[src/rtl/knn_uram_pkg.sv]
// Shared constants and types for the local URAM port arbiter and its response FIFO.
package knn_uram_pkg;

  localparam int DefDataWidth    = 256;
  localparam int DefAddressWidth = 11;
  localparam int DefMemLatency   = 2;
  localparam int DefRespDepth    = 4;

  typedef enum logic [1:0] {
    GNT_NONE,
    GNT_WR,
    GNT_RD
  } grant_t;

  typedef logic [$clog2(DefRespDepth+1)-1:0] credit_t;

endpackage

[src/rtl/knn_uram_resp_fifo.sv]
// Show-ahead response FIFO holding read data returned by the URAM until the reader pops it.
module knn_uram_resp_fifo #(
  parameter int DataWidth = 256,
  parameter int Depth     = 4
) (
  input  logic                         i_clk,
  input  logic                         i_reset,
  input  logic                         i_push,
  input  logic [DataWidth-1:0]         i_data,
  input  logic                         i_pop,
  output logic                         o_valid,
  output logic [DataWidth-1:0]         o_data,
  output logic [$clog2(Depth+1)-1:0]   o_count
);

  localparam int PtrW = (Depth > 1) ? $clog2(Depth) : 1;
  localparam int CntW = $clog2(Depth+1);

  logic [DataWidth-1:0] r_mem [Depth];
  logic [PtrW-1:0]      r_wr_ptr;
  logic [PtrW-1:0]      r_rd_ptr;
  logic [CntW-1:0]      r_count;
  logic                 w_do_pop;

  function automatic logic [PtrW-1:0] nextPtr(input logic [PtrW-1:0] p);
    return (p == PtrW'(Depth-1)) ? '0 : p + PtrW'(1);
  endfunction

  assign w_do_pop = i_pop && (r_count != '0);

  always_ff @(posedge i_clk) begin
    if (i_reset) begin
      r_wr_ptr <= '0;
      r_rd_ptr <= '0;
      r_count  <= '0;
    end else begin
      if (i_push)   r_wr_ptr <= nextPtr(r_wr_ptr);
      if (w_do_pop) r_rd_ptr <= nextPtr(r_rd_ptr);
      // A simultaneous push and pop leaves the occupancy unchanged.
      case ({i_push, w_do_pop})
        2'b10:   r_count <= r_count + CntW'(1);
        2'b01:   r_count <= r_count - CntW'(1);
        default: r_count <= r_count;
      endcase
    end
  end

  always_ff @(posedge i_clk) begin
    if (i_push) r_mem[r_wr_ptr] <= i_data;
  end

  assign o_valid = (r_count != '0);
  assign o_data  = r_mem[r_rd_ptr];
  assign o_count = r_count;

endmodule

[src/rtl/knn_local_uram_port_arbiter.sv]
// Round-robin arbiter sharing one single-port URAM between the tile loader (writes) and the
// distance pipeline (reads), with credit-guarded buffering of read data.
module knn_local_uram_port_arbiter
  import knn_uram_pkg::*;
#(
  parameter int DataWidth    = DefDataWidth,
  parameter int AddressWidth = DefAddressWidth,
  parameter int MEM_LATENCY  = DefMemLatency,
  parameter int RESP_DEPTH   = DefRespDepth
) (
  input  logic                    i_clk,
  input  logic                    i_reset,
  input  logic                    i_wr_valid,
  output logic                    o_wr_ready,
  input  logic [AddressWidth-1:0] i_wr_addr,
  input  logic [DataWidth-1:0]    i_wr_data,
  input  logic                    i_rd_valid,
  output logic                    o_rd_ready,
  input  logic [AddressWidth-1:0] i_rd_addr,
  output logic                    o_resp_valid,
  input  logic                    i_resp_ready,
  output logic [DataWidth-1:0]    o_resp_data,
  output logic [AddressWidth-1:0] o_mem_address0,
  output logic                    o_mem_ce0,
  output logic                    o_mem_we0,
  output logic [DataWidth-1:0]    o_mem_d0,
  input  logic [DataWidth-1:0]    i_mem_q0,
  output logic                    o_busy
);

  grant_t                 w_grant;
  grant_t                 r_rr_last;
  logic [MEM_LATENCY-1:0] r_inflight_sr;
  credit_t                w_inflight;
  credit_t                w_fifo_count;
  credit_t                w_used;
  credit_t                w_credits;
  logic                   w_rd_eligible;
  logic                   w_push;
  logic                   w_pop;

  always_comb begin
    w_inflight = '0;
    for (int i = 0; i < MEM_LATENCY; i++) begin
      w_inflight = w_inflight + credit_t'(r_inflight_sr[i]);
    end
  end

  // Every accepted read owns a FIFO slot from grant until pop, so capture can never overflow.
  assign w_used        = w_inflight + w_fifo_count;
  assign w_credits     = credit_t'(RESP_DEPTH) - w_used;
  assign w_rd_eligible = i_rd_valid && (w_credits != '0);

  always_comb begin
    w_grant = GNT_NONE;
    if (i_reset) begin
      w_grant = GNT_NONE;
    end else if (i_wr_valid && w_rd_eligible) begin
      w_grant = (r_rr_last == GNT_WR) ? GNT_RD : GNT_WR;
    end else if (i_wr_valid) begin
      w_grant = GNT_WR;
    end else if (w_rd_eligible) begin
      w_grant = GNT_RD;
    end
  end

  always_ff @(posedge i_clk) begin
    if (i_reset) begin
      r_rr_last     <= GNT_RD;
      r_inflight_sr <= '0;
    end else begin
      if (w_grant != GNT_NONE) r_rr_last <= w_grant;
      r_inflight_sr[0] <= (w_grant == GNT_RD);
      for (int i = 1; i < MEM_LATENCY; i++) begin
        r_inflight_sr[i] <= r_inflight_sr[i-1];
      end
    end
  end

  assign o_wr_ready     = (w_grant == GNT_WR);
  assign o_rd_ready     = (w_grant == GNT_RD);
  assign o_mem_ce0      = (w_grant != GNT_NONE);
  assign o_mem_we0      = (w_grant == GNT_WR);
  assign o_mem_address0 = (w_grant == GNT_WR) ? i_wr_addr :
                          (w_grant == GNT_RD) ? i_rd_addr : '0;
  assign o_mem_d0       = (w_grant == GNT_WR) ? i_wr_data : '0;

  assign w_push = r_inflight_sr[MEM_LATENCY-1];
  assign w_pop  = o_resp_valid && i_resp_ready;

  knn_uram_resp_fifo #(
    .DataWidth (DataWidth),
    .Depth     (RESP_DEPTH)
  ) u_resp_fifo (
    .i_clk   (i_clk),
    .i_reset (i_reset),
    .i_push  (w_push),
    .i_data  (i_mem_q0),
    .i_pop   (w_pop),
    .o_valid (o_resp_valid),
    .o_data  (o_resp_data),
    .o_count (w_fifo_count)
  );

  assign o_busy = (|r_inflight_sr) || (w_fifo_count != '0);

  always_ff @(posedge i_clk) begin
    if (!i_reset) assert (w_used <= credit_t'(RESP_DEPTH));
  end

endmodule

[config.mk]
export PLATFORM = sky130hd
export DESIGN_NAME = knn_local_uram_port_arbiter
export DESIGN_NICKNAME = d
export VERILOG_FILES = /design/src/rtl/knn_uram_pkg.sv /design/src/rtl/knn_uram_resp_fifo.sv /design/src/rtl/knn_local_uram_port_arbiter.sv
export SDC_FILE = /design/constraint.sdc
export NUM_CORES = 1
export LEC_CHECK = 0
export BUFFER_PORTS_ARGS = -buffer_cell sky130_fd_sc_hd__buf_2
export CAP_MARGIN = 0
export CORE_AREA = 2 2 420 422
export DETAILED_ROUTE_END_ITERATION = 6
export DIE_AREA = 0 0 422 424
export SYNTH_ARGS = -nofsm -noshare
export SYNTH_HDL_FRONTEND = slang
export SYNTH_HIERARCHICAL = 1
export SYNTH_SLANG_ARGS = --single-unit
export TNS_END_PERCENT = 50
[constraint.sdc]
create_clock -name i_clk -period 17.75 [get_ports i_clk]
set_input_delay 3.55 -clock i_clk [delete_from_list [all_inputs] [get_ports i_clk]]
set_output_delay 3.55 -clock i_clk [all_outputs]
set_load 0.05 [all_outputs]
==> results.txt, run 1 <==
* Die Footprint: around 0.18 mm2
- The region available for standard cell placement spans approximately 0.17 mm2.
- Post-CTS timing repair inserted 0 buffers for setup.
- Initial detailed-routing violation count: 1408
- Nets: between 3000 and 4000
- Remaining global-route overflow: 0
- Clock tree from TritonCTS: yes
- Total nets after synthesis: ~2300
* Number of antenna violations at the first check in global routing: ~80
- Global-route wire length before repair: between 150 and 200 mm
- Data on the critical path is required at its endpoint by 14.20 ns.
- CTS placed an instance of sky130_fd_sc_hd__clkbuf_16 at the clock tree root.
- Number of flops mapped to enable cells by yosys: approximately 1000
- Placed cells: about 5100
- Sequential cells were found to cover approximately 76% of the synthesized design area.
* Number of endpoints with negative hold slack in the final report: 0
* Proportion of netlist area held by the largest area contributor: 75.4%
* Total detailed-routing wirelength: between 100 and 150 mm
* Least-Margin Pin Slew: about 1.2 ns
* Max-slew violation count: 0
- Die width: 422 um
* Post-cts hold buffer count: 0
* Time the worst path needs with I/O delays and setup: a little over 10 ns
- Maximum capacitance violations: 0
- The tightest min-delay check is of the register to register type.
- Detailed placement finished with a half-perimeter wire length of around 90 mm.
* Global-route usage over all layers: approximately 14%
* Final worst hold slack: ~0.48 ns
- Floorplan row count: between 150 and 200
* Result of the run: completed
- Setup total negative slack on the finished layout was measured at 0 ns.
* Combined area of all synthesized cells: approximately 0.041 mm2
- Detailed-route DRC error count: 0
- Maximum number of pins on one net before global-route repair: 166
- STA puts the critical path data arrival time at between 6 and 7 ns.
- Between clock sinks in the finished design, the worst skew comes to 0.0479 ns.
- Buffers inserted during clock tree synthesis total around 110.
* First-pass iteration count of the detailed router: 5
* Remaining max-slew budget at the tightest pin: 21.6%
* Vias in the first global route: ~23000
- Starting density of the core: between 20% and 30%
* Clock insertion delay at the later pin of the skew report: about 0.73 ns
* Most frequently used cell type in the post-synthesis netlist: sky130_fd_sc_hd__edfxtp_1
- The cell count after synthesis came out at 1767.
- Via count: 22300
* Die height: 424 um
- Critical-path cell list: buf_2 > inv_1 > o221a_4 > buf_4 > buf_4 > nor3b_1 > buf_2
- Post-layout utilization of the core: 29.7%
- Worst setup SP type: primary input
* Number of H-tree levels: 3
* Max stage delay cell, worst path: sky130_fd_sc_hd__buf_4
* Top cell type by total area after synthesis: sky130_fd_sc_hd__edfxtp_1
- FF-to-FF path depth: 5
- FFs w/ async S/R, synth: 0%
- Peak fanout along the critical path: 90
- Main flop type after synthesis: sky130_fd_sc_hd__edfxtp_1
* Number of port buffers: about 1100
- Setup repair after global routing left no endpoint under its margin.
* Routed WL per cell: approximately 24 um
- Yosys synthesis warning count: 6
- Final setup violation count: 0
- In this run, distinct cell masters in the synthesized netlist total 32.
- The number of buffers and inverters on the critical path is 5.
- The worst setup path is captured at an output pin.
- Total leakage power: 17.8 nW
- Leading cell types by count after synthesis: sky130_fd_sc_hd__edfxtp_1 (1024), sky130_fd_sc_hd__mux4_2 (256), sky130_fd_sc_hd__nor3b_1 (179)
- The congestion estimate from routability-driven global placement came to ~0.9.
- Synthesis inferred just over 1000 register bits.
- Num ports: ~1100
- PostCTS Resize Cnt: 0
- Among cell families on the critical path, the largest total delay comes from buffers and inverters.
* Largest incremental delay on the critical path: 0.96 ns
* Number of filler instances in the final layout: ~17000
- Clock-pin slew was measured on the worst setup and hold paths at ~0.06 ns.
- Number of cells on the worst hold path: 2
- Power density over the cells: approximately 100 mW/mm2
- In this run the deepest clock path goes through 3 buffers.
* Start-to-end type of the worst setup path: primary input to output pin
- Vias/cell: approximately 4.2
- After synthesis, the mean cell area works out to 23.1 um2.
* Layout cells sized above 1: 54.3%
* Fin crit share: between 50 and 60%
* Number of stages on the worst setup path: 7
- The count of nets left with antenna violations once routing finished came out at 0.
- For this run, the top clock speed supported by timing is roughly 99 MHz.
- Worst IR drop on VDD: slightly above 0.08 mV
- From synthesis to final layout, the design area changed by 27.3%.
* Ranking of synthesized cells by area: sky130_fd_sc_hd__edfxtp_1 (75%), sky130_fd_sc_hd__mux4_2 (14%), sky130_fd_sc_hd__nor3b_1 (3.3%), sky130_fd_sc_hd__nor3b_2 (2.4%), sky130_fd_sc_hd__buf_12 (1.1%)
- Clock sink count: roughly 1000
- Non-filler instance count after layout: between 5000 and 6000
-- metal layers --
layer	vias up	track usage [%]	wire length, um
li1	9608	-	-
met1	11400	13.4	41300
met2	914	26.0	71700
met3	326	3.16	7270
met4	38	8.52	7550
met5	-	0	234
-- cell type report --
type / instances / area [um2] / share of cell area, %
well taps: 2340 / 2930 / 5.64
flip-flops and latches: 1037 / 31000 / 59.7
multi-input cells: 599 / 8750 / 16.8
inverters: 11 / 41.3 / 0.0795
diodes: 34 / 85.1 / 0.164
clock buffers: 126 / 2790 / 5.38
repair buffers: 1094 / 5590 / 10.8
clock inverters: 74 / 717 / 1.38
-- state kept, by name, summed over array words and instances, names as in the netlist, named ones only --
signal / flops
u_resp_fifo/r_wr_ptr: 2
r_inflight_sr: 2
u_resp_fifo/r_mem: 1024
u_resp_fifo/r_rd_ptr: 2
u_resp_fifo/o_count: 3
r_rr_last: 2
-- worst register-to-register path, cell delays in order (launching register included) --
cell and delay [ns]:
sky130_fd_sc_hd__dfxtp_1 0.41, sky130_fd_sc_hd__ha_1 0.20, sky130_fd_sc_hd__and2_4 0.72, sky130_fd_sc_hd__buf_12 0.52, sky130_fd_sc_hd__buf_4 0.89, sky130_fd_sc_hd__buf_4 0.80
-- path summary, 6_finish.rpt --
kind                                               from                  endpoint  slack (ns)
worst max-delay path                         i_wr_valid             o_mem_d0[175]        7.64
worst min-delay path                   r_inflight_sr[0]          r_inflight_sr[1]        0.48
worst max register to register  u_resp_fifo/r_wr_ptr[0]  u_resp_fifo/r_mem[3][26]       13.68
worst min register to register         r_inflight_sr[0]          r_inflight_sr[1]        0.48
-- metrics by stage --
stage,total power [mW],area (um2),setup WS [ns]
3_3_place_gp,3.16,48300,7.83
6_report,5.34,51900,7.64
3_5_place_dp,3.16,48300,7.72
2_1_floorplan,3.00,40800,8.68
5_1_grt,5.51,51900,7.49
4_1_cts,5.41,51800,7.72
-- logic make-up (layout without fill, tap and decap cells) --
family | Yosys count | count (layout) | share of synthesized area (%)
AOI/OAI and AO/OA | 10 | 10 | 0.153
xor gates and xnor gates | 3 | 3 | 0.101
adders and majority gates | 11 | 11 | 0.356
buffers and inverters | 131 | 1305 | 2.56
DFF | 1037 | 1037 | 76.1
muxes | 269 | 269 | 14.5
other | 0 | 34 | 0
and+or+nand+nor | 306 | 306 | 6.32
-- power by group --
part / internal (mW) / leakage, nW / switching, mW / total [mW]
logic: 0.108 / 6.76 / 0.286 / 0.394
registers: 2.71 / 9.33 / 0.00424 / 2.71
clock network: 1.27 / 1.72 / 0.962 / 2.23
total: 4.08 / 17.8 / 1.25 / 5.34
-- cell usage in the layout (no fill, tap or decap), types with 3 or more instances in the layout --
master	instances
sky130_fd_sc_hd__buf_2	1067
sky130_fd_sc_hd__edfxtp_1	1024
sky130_fd_sc_hd__mux4_2	256
sky130_fd_sc_hd__nor3b_1	179
sky130_fd_sc_hd__clkbuf_16	109
sky130_fd_sc_hd__nor3b_2	78
sky130_fd_sc_hd__diode_2	34
sky130_fd_sc_hd__clkinv_1	25
sky130_fd_sc_hd__buf_4	23
sky130_fd_sc_hd__clkinv_2	22
sky130_fd_sc_hd__clkbuf_1	17
sky130_fd_sc_hd__nand2_1	13
sky130_fd_sc_hd__mux2i_1	13
sky130_fd_sc_hd__inv_1	11
sky130_fd_sc_hd__nand2b_1	11
sky130_fd_sc_hd__dfxtp_1	11
sky130_fd_sc_hd__ha_1	10
sky130_fd_sc_hd__nor2_1	9
sky130_fd_sc_hd__bufinv_16	9
sky130_fd_sc_hd__a21oi_1	5
sky130_fd_sc_hd__nor2b_1	4
sky130_fd_sc_hd__inv_6	4
sky130_fd_sc_hd__buf_12	4
sky130_fd_sc_hd__and2_4	4
sky130_fd_sc_hd__inv_16	3
sky130_fd_sc_hd__clkinv_4	3
sky130_fd_sc_hd__clkinvlp_4	3
sky130_fd_sc_hd__or3_1	3
Power figures use the tool's default switching activity.
==> inputs of run 2 (changes only) <==
--- a/config.mk
+++ b/config.mk
@@ -5,11 +5,12 @@
 export SDC_FILE = /design/constraint.sdc
 export NUM_CORES = 1
 export LEC_CHECK = 0
+export ABC_AREA = 1
 export BUFFER_PORTS_ARGS = -buffer_cell sky130_fd_sc_hd__buf_2
 export CAP_MARGIN = 0
-export CORE_AREA = 2 2 420 422
+export CORE_AREA = 2 2 421 423
 export DETAILED_ROUTE_END_ITERATION = 6
-export DIE_AREA = 0 0 422 424
+export DIE_AREA = 0 0 423 425
 export SYNTH_ARGS = -nofsm -noshare
 export SYNTH_HDL_FRONTEND = slang
 export SYNTH_HIERARCHICAL = 1
==> constraint.sdc (replaced) <==
create_clock -name i_clk -period 8.7 [get_ports i_clk]
set_input_delay 1.74 -clock i_clk [delete_from_list [all_inputs] [get_ports i_clk]]
set_output_delay 1.74 -clock i_clk [all_outputs]
set_load 0.05 [all_outputs]
==> run 2 against run 1 <==
Critical path depth is 4 higher. Highest routed layer unchanged. Critical endpoint is now o_mem_d0[97]. Register-to-register slack lost 8.1 ns. Sequential cell count is the same. Design area about the same.
==> results.txt, run 2 <==
* Worst setup SP type: register
- Largest incremental delay on the critical path: 0.75 ns (-0.21 ns)
- The total power of the final layout came to 11.3 mW (+110%).
- Endpoint of the worst hold-timing path: r_inflight_sr[1]
- The DRC violation count after routing was 0 (unchanged).
* Clock network fraction of total power: 41.2% (-0.6 points)
* Starting density of the core: 23.3% (about the same)
* Kind of cell adding the most delay to the critical path: simple AND/OR/NAND/NOR gates
- Least-Margin Pin Slew: 1.22 ns (+0.0403 ns)
* Switching pwr: 2.87 mW (+130%)
* Number of H-tree levels: 3 (unchanged)
- The clock sink count was 1037 (unchanged).
- Share of the yosys chip area belonging to registers: 75.8% (-0.21 points)
* Gate count after technology mapping: 3155 (+79%)
- Arrival time reported for the critical path endpoint: 4.75 ns (-1.81 ns)
* Num ports: 1068 (unchanged)
- The number of nets produced by synthesis was 3705 (+60%).
- By count the netlist is led by sky130_fd_sc_hd__edfxtp_1 (1024), sky130_fd_sc_hd__nor2_1 (776), sky130_fd_sc_hd__o21ai_0 (507).
* Final worst hold slack: 0.479 ns (-0.000859 ns)
- Type of element capturing the critical path: output pin
- Routed WL per cell: 27.6 um (+15%)
- Placed cells: 6386 (+26%)
- Proportion of netlist area held by the largest area contributor: 75.2% (-0.21 points)
- FF-to-FF path depth: 6 (+1)
- Compared with the post-synthesis result, the final layout area differs by 27.1%.
- The iteration count of the initial detailed-routing pass came to 5 (unchanged).
- Total clock buffers created by CTS: 109 (unchanged)
- The buffers plus inverters on the worst setup path is 3 (-2).
- The netlist area before placement is 0.0409 mm2 (+0.28%).
- Remaining global-route overflow: 0 (unchanged)
- The power density over the cells came to 217 mW/mm2 (+110%).
- The synthesized area divided by synthesized cell count is 13.0 um2 (-44%).
* Die Footprint: 0.180 mm2 (+0.47%)
* Number of endpoints with negative hold slack in the final report: 0 (unchanged)
- The initial antenna violation count was 155 (+91%).
- The placer's final routability congestion estimate came to 0.993 (+11%).
- Nets: 4707 (+38%)
- The setup clock skew after layout came to 0.0957 ns (+0.0479 ns).
- In this design, the critical path's most frequently occurring cell is sky130_fd_sc_hd__ha_1.
- Ranking of synthesized cells by area: sky130_fd_sc_hd__edfxtp_1 (75%), sky130_fd_sc_hd__nor2_1 (7.1%), sky130_fd_sc_hd__o21ai_0 (6.2%), sky130_fd_sc_hd__o22ai_1 (3.9%), sky130_fd_sc_hd__inv_1 (2.6%)
- Clock Pin Slew Worst Setup and Hold Paths: 0.06 ns (about the same)
- Fin crit share: 74.6%
* Class of the most critical hold timing path: register to register
* Switching part of the total: 25.5% (+2.0 points)
- The site row count was 154 (unchanged).
* FF-to-FF End: u_resp_fifo/r_mem[2][40]
- Max-slew violation count: 0 (unchanged)
* Setup TNS: 0 ns (unchanged)
- The synthesized flop and latch total was 1037 (unchanged).
- Total leakage power: 20.3 nW (+14%)
- Number of stages on the worst setup path: 11 (+4)
* Worst IR drop on VDD: 0.238 mV (+190%)
- The share of flip-flops with an asynchronous set or reset is 0% (unchanged).
* Die height: 425 um (+0.24%)
- The via count of the first global-routing pass is 27700 (+20%).
- Total detailed-routing wirelength: 183 mm (+43%)
- The pin count of the biggest net entering global routing was 228 (+37%).
- Flip-flop count of the largest register, all copies and words added: 1024 (unchanged)
- Clock tree from TritonCTS: yes
* Internal power contribution: 8.42 mW (+110%)
- Main flop type after synthesis: sky130_fd_sc_hd__edfxtp_1
* Master cell of the clock root buffer: sky130_fd_sc_hd__clkbuf_16
- The final design utilization came to 29.6% (-0.037 points).
- Yosys synthesis warning count: 6 (unchanged)
- Most common library cell in the layout ignoring fill and taps: sky130_fd_sc_hd__buf_2
- Initial detailed-routing violation count: 2067 (+47%)
* Remaining max-slew budget at the tightest pin: 18.9% (-2.7 points)
* Sequential share of power: 49.1% (-1.7 points)
* Fin worst setup slack: 2.21 ns (-5.42 ns)
- The max-capacitance violation count came to 0 (unchanged).
- The required time at the worst-slack endpoint is 6.96 ns (-7.24 ns).
- Portion of total power attributed to combinational logic: 9.6% (+2.2 points)
- Area of the core: 0.175 mm2 (+0.22%)
- The largest fanout of any net on the critical path came to 173 (+92%).
- The run finished with clean final reports.
- The slowest stage of the critical path belongs to the cell sky130_fd_sc_hd__nand3_4.
- Vias/cell: 4.43 (+5.4%)
* Global-route usage over all layers: 19.6% (+5.9 points)
- The post-layout instance area was 0.0520 mm2 (about the same).
- Number of cells on the worst hold path: 2 (unchanged)
- Summed over all instances, the cell type with the most area after synthesis is sky130_fd_sc_hd__edfxtp_1.
* Number of port buffers: 1067 (unchanged)
* Antenna-violating nets left: 0 (unchanged)
* Instance area after placement: 0.0483 mm2 (-0.11%)
- The detailed-route via count is 29300 (+31%).
- Most used cells in the layout excluding fill and tap cells: sky130_fd_sc_hd__buf_2 (1067), sky130_fd_sc_hd__edfxtp_1 (1024), sky130_fd_sc_hd__nor2_1 (775)
- The critical path is of the register to output pin type.
* Final setup violation count: 0 (unchanged)
* Die width: 423 um (+0.24%)
* Reg with most FFs: u_resp_fifo/r_mem
* Highest Clock Rate: between 150 and 200 MHz
- sky130_fd_sc_hd__edfxtp_1 is the most common cell in the netlist.
- The proportion of layout cells with a drive suffix above 1 was 29.7% (-25 points).
* PostCTS Resize Cnt: 0 (unchanged)
- Post-cts hold buffer count: 0 (unchanged)
- The startpoint identified for the worst register-to-register timing path is u_resp_fifo/r_wr_ptr[0].
- The maximum root-to-sink buffer count is 3 (unchanged).
- The reg2reg setup slack was 5.54 ns (-8.14 ns).
* Critical-path cell list: ha_1 > ha_1 > inv_1 > ha_1 > nor2_1 > nand3_1 > nand2_2 > nand3_4 > buf_12 > nor2_1 > buf_2
* Non-filler instance count after layout: 6624 (+25%)
- Time the worst path needs with I/O delays and setup: between 6 and 7 ns
* Global-route wire length before repair: 240 mm (+38%)
* Setup Slack @ Placement: 2.53 ns (-5.19 ns)
* Startpoint of the tightest hold check path: r_inflight_sr[0]
- The half-perimeter wire length of the detailed placement result came to 135 mm (+46%).
* Number of distinct library cell variants in the gate-level netlist after synthesis: 27 (-16%)
- The number of flops mapped to enable cells by yosys came to 1024 (unchanged).
- Unrepaired setup endpoints after global routing: no
- Clock insertion delay at the later pin of the skew report: 0.78 ns (+0.05 ns)
- Number of post-CTS setup repair buffers: 0 (unchanged)
[run 2: cell type report]
class	count	area [um2]
fillers	18000	123000
flip-flops and latches	1037	31000
multi-input cells	1632	7600
repair buffers	1093	5610
well taps	2340	2930
clock buffers	132	2810
inverters	284	1120
clock inverters	71	796
diodes	35	87.6
[run 2: tightest hold or removal path, cell delays in order, from the launching register on]
cell                      delay (ns)
sky130_fd_sc_hd__dfxtp_1        0.30
sky130_fd_sc_hd__inv_1          0.09
sky130_fd_sc_hd__nor2_1         0.05
[run 2: how the worst max path moves through the flow]
stage / to / start
after floorplan: u_resp_fifo/r_mem[3][0] / u_resp_fifo/r_wr_ptr[0]
after global placement: o_mem_d0[30] / i_wr_valid
after detailed placement: o_mem_d0[62] / i_wr_valid
after CTS: o_mem_d0[62] / r_inflight_sr[1]
after global routing: o_mem_d0[243] / r_inflight_sr[1]
final: o_mem_d0[97] / r_inflight_sr[1]
[run 2: power groups by stage]
stage / sequential [mW] / combinational, mW / clock [mW]
6_report: 5.55 / 1.09 / 4.66
5_1_grt: 5.55 / 1.14 / 4.95
4_1_cts: 5.55 / 1.10 / 4.78
3_5_place_dp: 5.65 / 1.10 / 0
3_3_place_gp: 5.65 / 1.09 / 0
2_1_floorplan: 5.66 / 0.608 / 0
[run 2: routing by layer]
metal	global-route usage (%)	share of wire (%)
met2	34.3	50
met1	21.7	36
met4	12.1	7.2
met5	0	0.23
met3	4.32	6.9
[run 2: logic make-up after synthesis]
logic type      share of synthesized area (%)
fa+ha+maj                               0.355
compound gates                           10.3
flops                                    75.8
buf+inv                                  5.58
simple gates                             7.88
==> inputs of run 3 (changes only) <==
--- a/config.mk
+++ b/config.mk
@@ -5,12 +5,12 @@
 export SDC_FILE = /design/constraint.sdc
 export NUM_CORES = 1
 export LEC_CHECK = 0
-export ABC_AREA = 1
+export ABC_AREA = 0
 export BUFFER_PORTS_ARGS = -buffer_cell sky130_fd_sc_hd__buf_2
 export CAP_MARGIN = 0
-export CORE_AREA = 2 2 421 423
+export CORE_AREA = 2 2 420 422
 export DETAILED_ROUTE_END_ITERATION = 6
-export DIE_AREA = 0 0 423 425
+export DIE_AREA = 0 0 422 424
 export SYNTH_ARGS = -nofsm -noshare
 export SYNTH_HDL_FRONTEND = slang
 export SYNTH_HIERARCHICAL = 1
==> constraint.sdc (replaced) <==
create_clock -name i_clk -period 6.7 [get_ports i_clk]
set_input_delay 1.34 -clock i_clk [delete_from_list [all_inputs] [get_ports i_clk]]
set_output_delay 1.34 -clock i_clk [all_outputs]
set_load 0.05 [all_outputs]
==> run 3 against run 2 <==
Register-to-register slack got worse by 1.7 ns. Largest power group unchanged. Sequential share of layout area shrank 0.18 points. Via count down 24%. Final cell count shrank 20%. Clock skew decreased by 0.045 ns. Global-route usage fell by 5.3 points. Count of clock-buffer cells in the layout is 8 higher. Sequential cell count unchanged. Setup slack got worse by 1.3 ns.
==> results.txt, run 3 (synthesis results as in run 1) <==
* Antenna-violating nets left: 0 (unchanged)
- Area added between synthesis and finish: 27.8%
- Worst IR drop on VDD: 0.201 mV (-16%)
- The count of final max-slew check failures was 0 (unchanged).
* Flip-flop count of the largest register, all copies and words added: 1024 (unchanged)
- Number of port buffers: 1067 (unchanged)
* Initial detailed-routing violation count: 1419 (-31%)
- The reg2reg setup slack came to 3.88 ns (-1.66 ns).
* Skew final: 0.0511 ns (-0.0446 ns)
- The path class of the tightest hold or removal check is register to register.
- Endpoint of the worst hold-timing path: r_rr_last[1]
- The clock transition at the register clock pins on the worst setup and hold paths after CTS came to 0.06 ns (about the same).
* Starting density of the core: 23.3% (about the same)
- Non-filler instance count after layout: 5320 (-20%)
- The maximum root-to-sink buffer count was 3 (unchanged).
* Num ports: 1068 (unchanged)
- Peak fanout along the critical path: 104 (-40%)
- The endpoint identified for the worst register-to-register timing path is r_inflight_sr[0].
- The initial antenna violation count was 91 (-41%).
* Type of element capturing the critical path: output pin
- Most used cells in the layout excluding fill and tap cells: sky130_fd_sc_hd__buf_2 (1067), sky130_fd_sc_hd__edfxtp_1 (1024), sky130_fd_sc_hd__mux4_2 (256)
- The final net count came to 3406 (-28%).
* Vias in the first global route: 23100 (-17%)
* Startpoint of the tightest hold check path: r_rr_last[1]
* Routed WL per cell: 25.0 um (-9.7%)
- The arrival time reported for the critical path endpoint was 4.41 ns (-0.34 ns).
- First-pass iteration count of the detailed router: 5 (unchanged)
- Leaving out fill and tap cells, the most frequent cell in the layout is sky130_fd_sc_hd__buf_2.
- The max-capacitance violation count is 0 (unchanged).
* Die width: 422 um (-0.24%)
* Via count: 22400 (-24%)
- The site row count was 154 (unchanged).
* Detailed-route DRC error count: 0 (unchanged)
- Layout cells sized above 1: 54.0% (+24 points)
* Global-route usage over all layers: 14.3% (-5.3 points)
- The final design utilization came to 29.8% (+0.15 points).
* Fin crit share: 85.9%
* Startpoint of the most critical register-to-register path: r_inflight_sr[1]
- Clock sink count: 1037 (unchanged)
* Reg with most FFs: u_resp_fifo/r_mem
- The leakage power of the design was 17.8 nW (-12%).
- Vias/cell: 4.21 (-4.9%)
- PostCTS Resize Cnt: 0 (unchanged)
* Least-Margin Pin Slew: 1.09 ns (-0.130 ns)
* FF-to-FF path depth: 8 (+2)
- Global-route wire length before repair: 180 mm (-25%)
* Placed cells: 5086 (-20%)
- The flow ran to the end, and the final reports show no timing, DRC or antenna violations.
* Remaining max-slew budget at the tightest pin: 27.6% (+8.6 points)
- The number of setup violations in the final report is 0 (unchanged).
- Fin worst setup slack: 0.946 ns (-1.26 ns)
- The number of CTS-inserted buffers came to 108 (-0.92%).
* Die Footprint: 0.179 mm2 (-0.47%)
- The setup path with the least slack is of type register to output pin.
* Number of cells on the worst hold path: 1 (-1)
- The required time at the worst-slack endpoint is 5.36 ns (-1.60 ns).
* Power density over the cells: 271 mW/mm2 (+25%)
* Unrepaired setup endpoints after global routing: no
- The height of the die is 424 um (-0.24%).
* Time the worst path needs with I/O delays and setup: between 5 and 6 ns
* Number of post-CTS setup repair buffers: 0 (unchanged)
- For this run, the top clock speed supported by timing is approximately 170 MHz.
- The worst hold slack is 0.477 ns (-0.00225 ns).
- Final Power: 14.1 mW (+25%)
* Master cell of the clock root buffer: sky130_fd_sc_hd__clkbuf_16
* Gpl congestion: 0.995 (+0.22%)
* Post-cts hold buffer count: 0 (unchanged)
* Remaining global-route overflow: 0 (unchanged)
- Setup Slack @ Placement: 1.40 ns (-1.13 ns)
* Maximum number of pins on one net before global-route repair: 121 (-47%)
- The clock latency of the later-clocked register in the worst-skew pair was 0.73 ns (-0.05 ns).
- The number of levels in the clock H-tree came to 3 (unchanged).
- TritonCTS built the clock tree.
- The number of hold-slack violations in the final timing report was 0 (unchanged).
* DP HPWL: 95.4 mm (-29%)
- The overall routed net length was 133 mm (-27%).
- Worst setup SP type: register
- Area of the core: 0.175 mm2 (-0.22%)
-- run 3: cell types whose count changed in the layout (fill, tap and decap cells not counted), sizes merged, moves of 256 or more --
cell   change
inv      -276
mux4     +256
nor2     -767
nor3b    +257
o21ai    -514
o22ai    -256
-- run 3: routing by layer --
layer	wire [um]	global-route usage (%)	share of wire, %	up-vias
li1	-	-	-	9639
met1	42300	13.4	32	11500
met2	73400	27.2	55	893
met3	8630	4.19	6.5	354
met4	8280	8.36	6.2	46
met5	286	0	0.22	-
-- run 3: worst max-delay path, stage by stage (launching register included) --
cell                      delay, ns
sky130_fd_sc_hd__dfxtp_1       0.41
sky130_fd_sc_hd__ha_1          0.25
sky130_fd_sc_hd__ha_1          0.27
sky130_fd_sc_hd__inv_1         0.04
sky130_fd_sc_hd__ha_1          0.19
sky130_fd_sc_hd__xor3_1        0.25
sky130_fd_sc_hd__o221a_4       0.79
sky130_fd_sc_hd__buf_4         0.47
sky130_fd_sc_hd__buf_12        0.47
sky130_fd_sc_hd__nor3b_1       0.13
sky130_fd_sc_hd__buf_2         0.24
-- run 3: report_power, final --
group / total, mW / internal (mW) / switching [mW]
Clock: 5.89 / 3.35 / 2.53
Sequential: 7.19 / 7.18 / 0.0112
Combinational: 1.06 / 0.293 / 0.767
-- run 3: worst max path at each step --
stage / startpoint / end / slack (ns)
after floorplan: u_resp_fifo/r_wr_ptr[0] / u_resp_fifo/r_mem[3][0] / -0.28
final: r_inflight_sr[1] / o_mem_d0[172] / 0.95
after CTS: r_inflight_sr[1] / o_mem_d0[134] / 0.91
after global routing: r_inflight_sr[1] / o_mem_d0[132] / 0.66
after detailed placement: i_reset / o_mem_d0[134] / 1.40
after global placement: i_reset / o_mem_d0[239] / 1.48
-- run 3: stage by stage --
step,setup TNS [ns],area [um2]
after global routing,0,52100
after detailed placement,0,48500
after floorplan,-143.40,40800
final,0,52100
after global placement,0,48500
after CTS,0,52000
-- run 3: area by class of cell --
cell class,instances,area (um2)
Sequential cell,1037,31000
Multi-Input combinational cell,599,8750
Tap cell,2340,2930
Timing Repair Buffer,1099,5770
Inverter,11,41.3
Clock buffer,140,2820
Antenna cell,30,75.1
Clock inverter,64,723
Fill cell,17300,123000
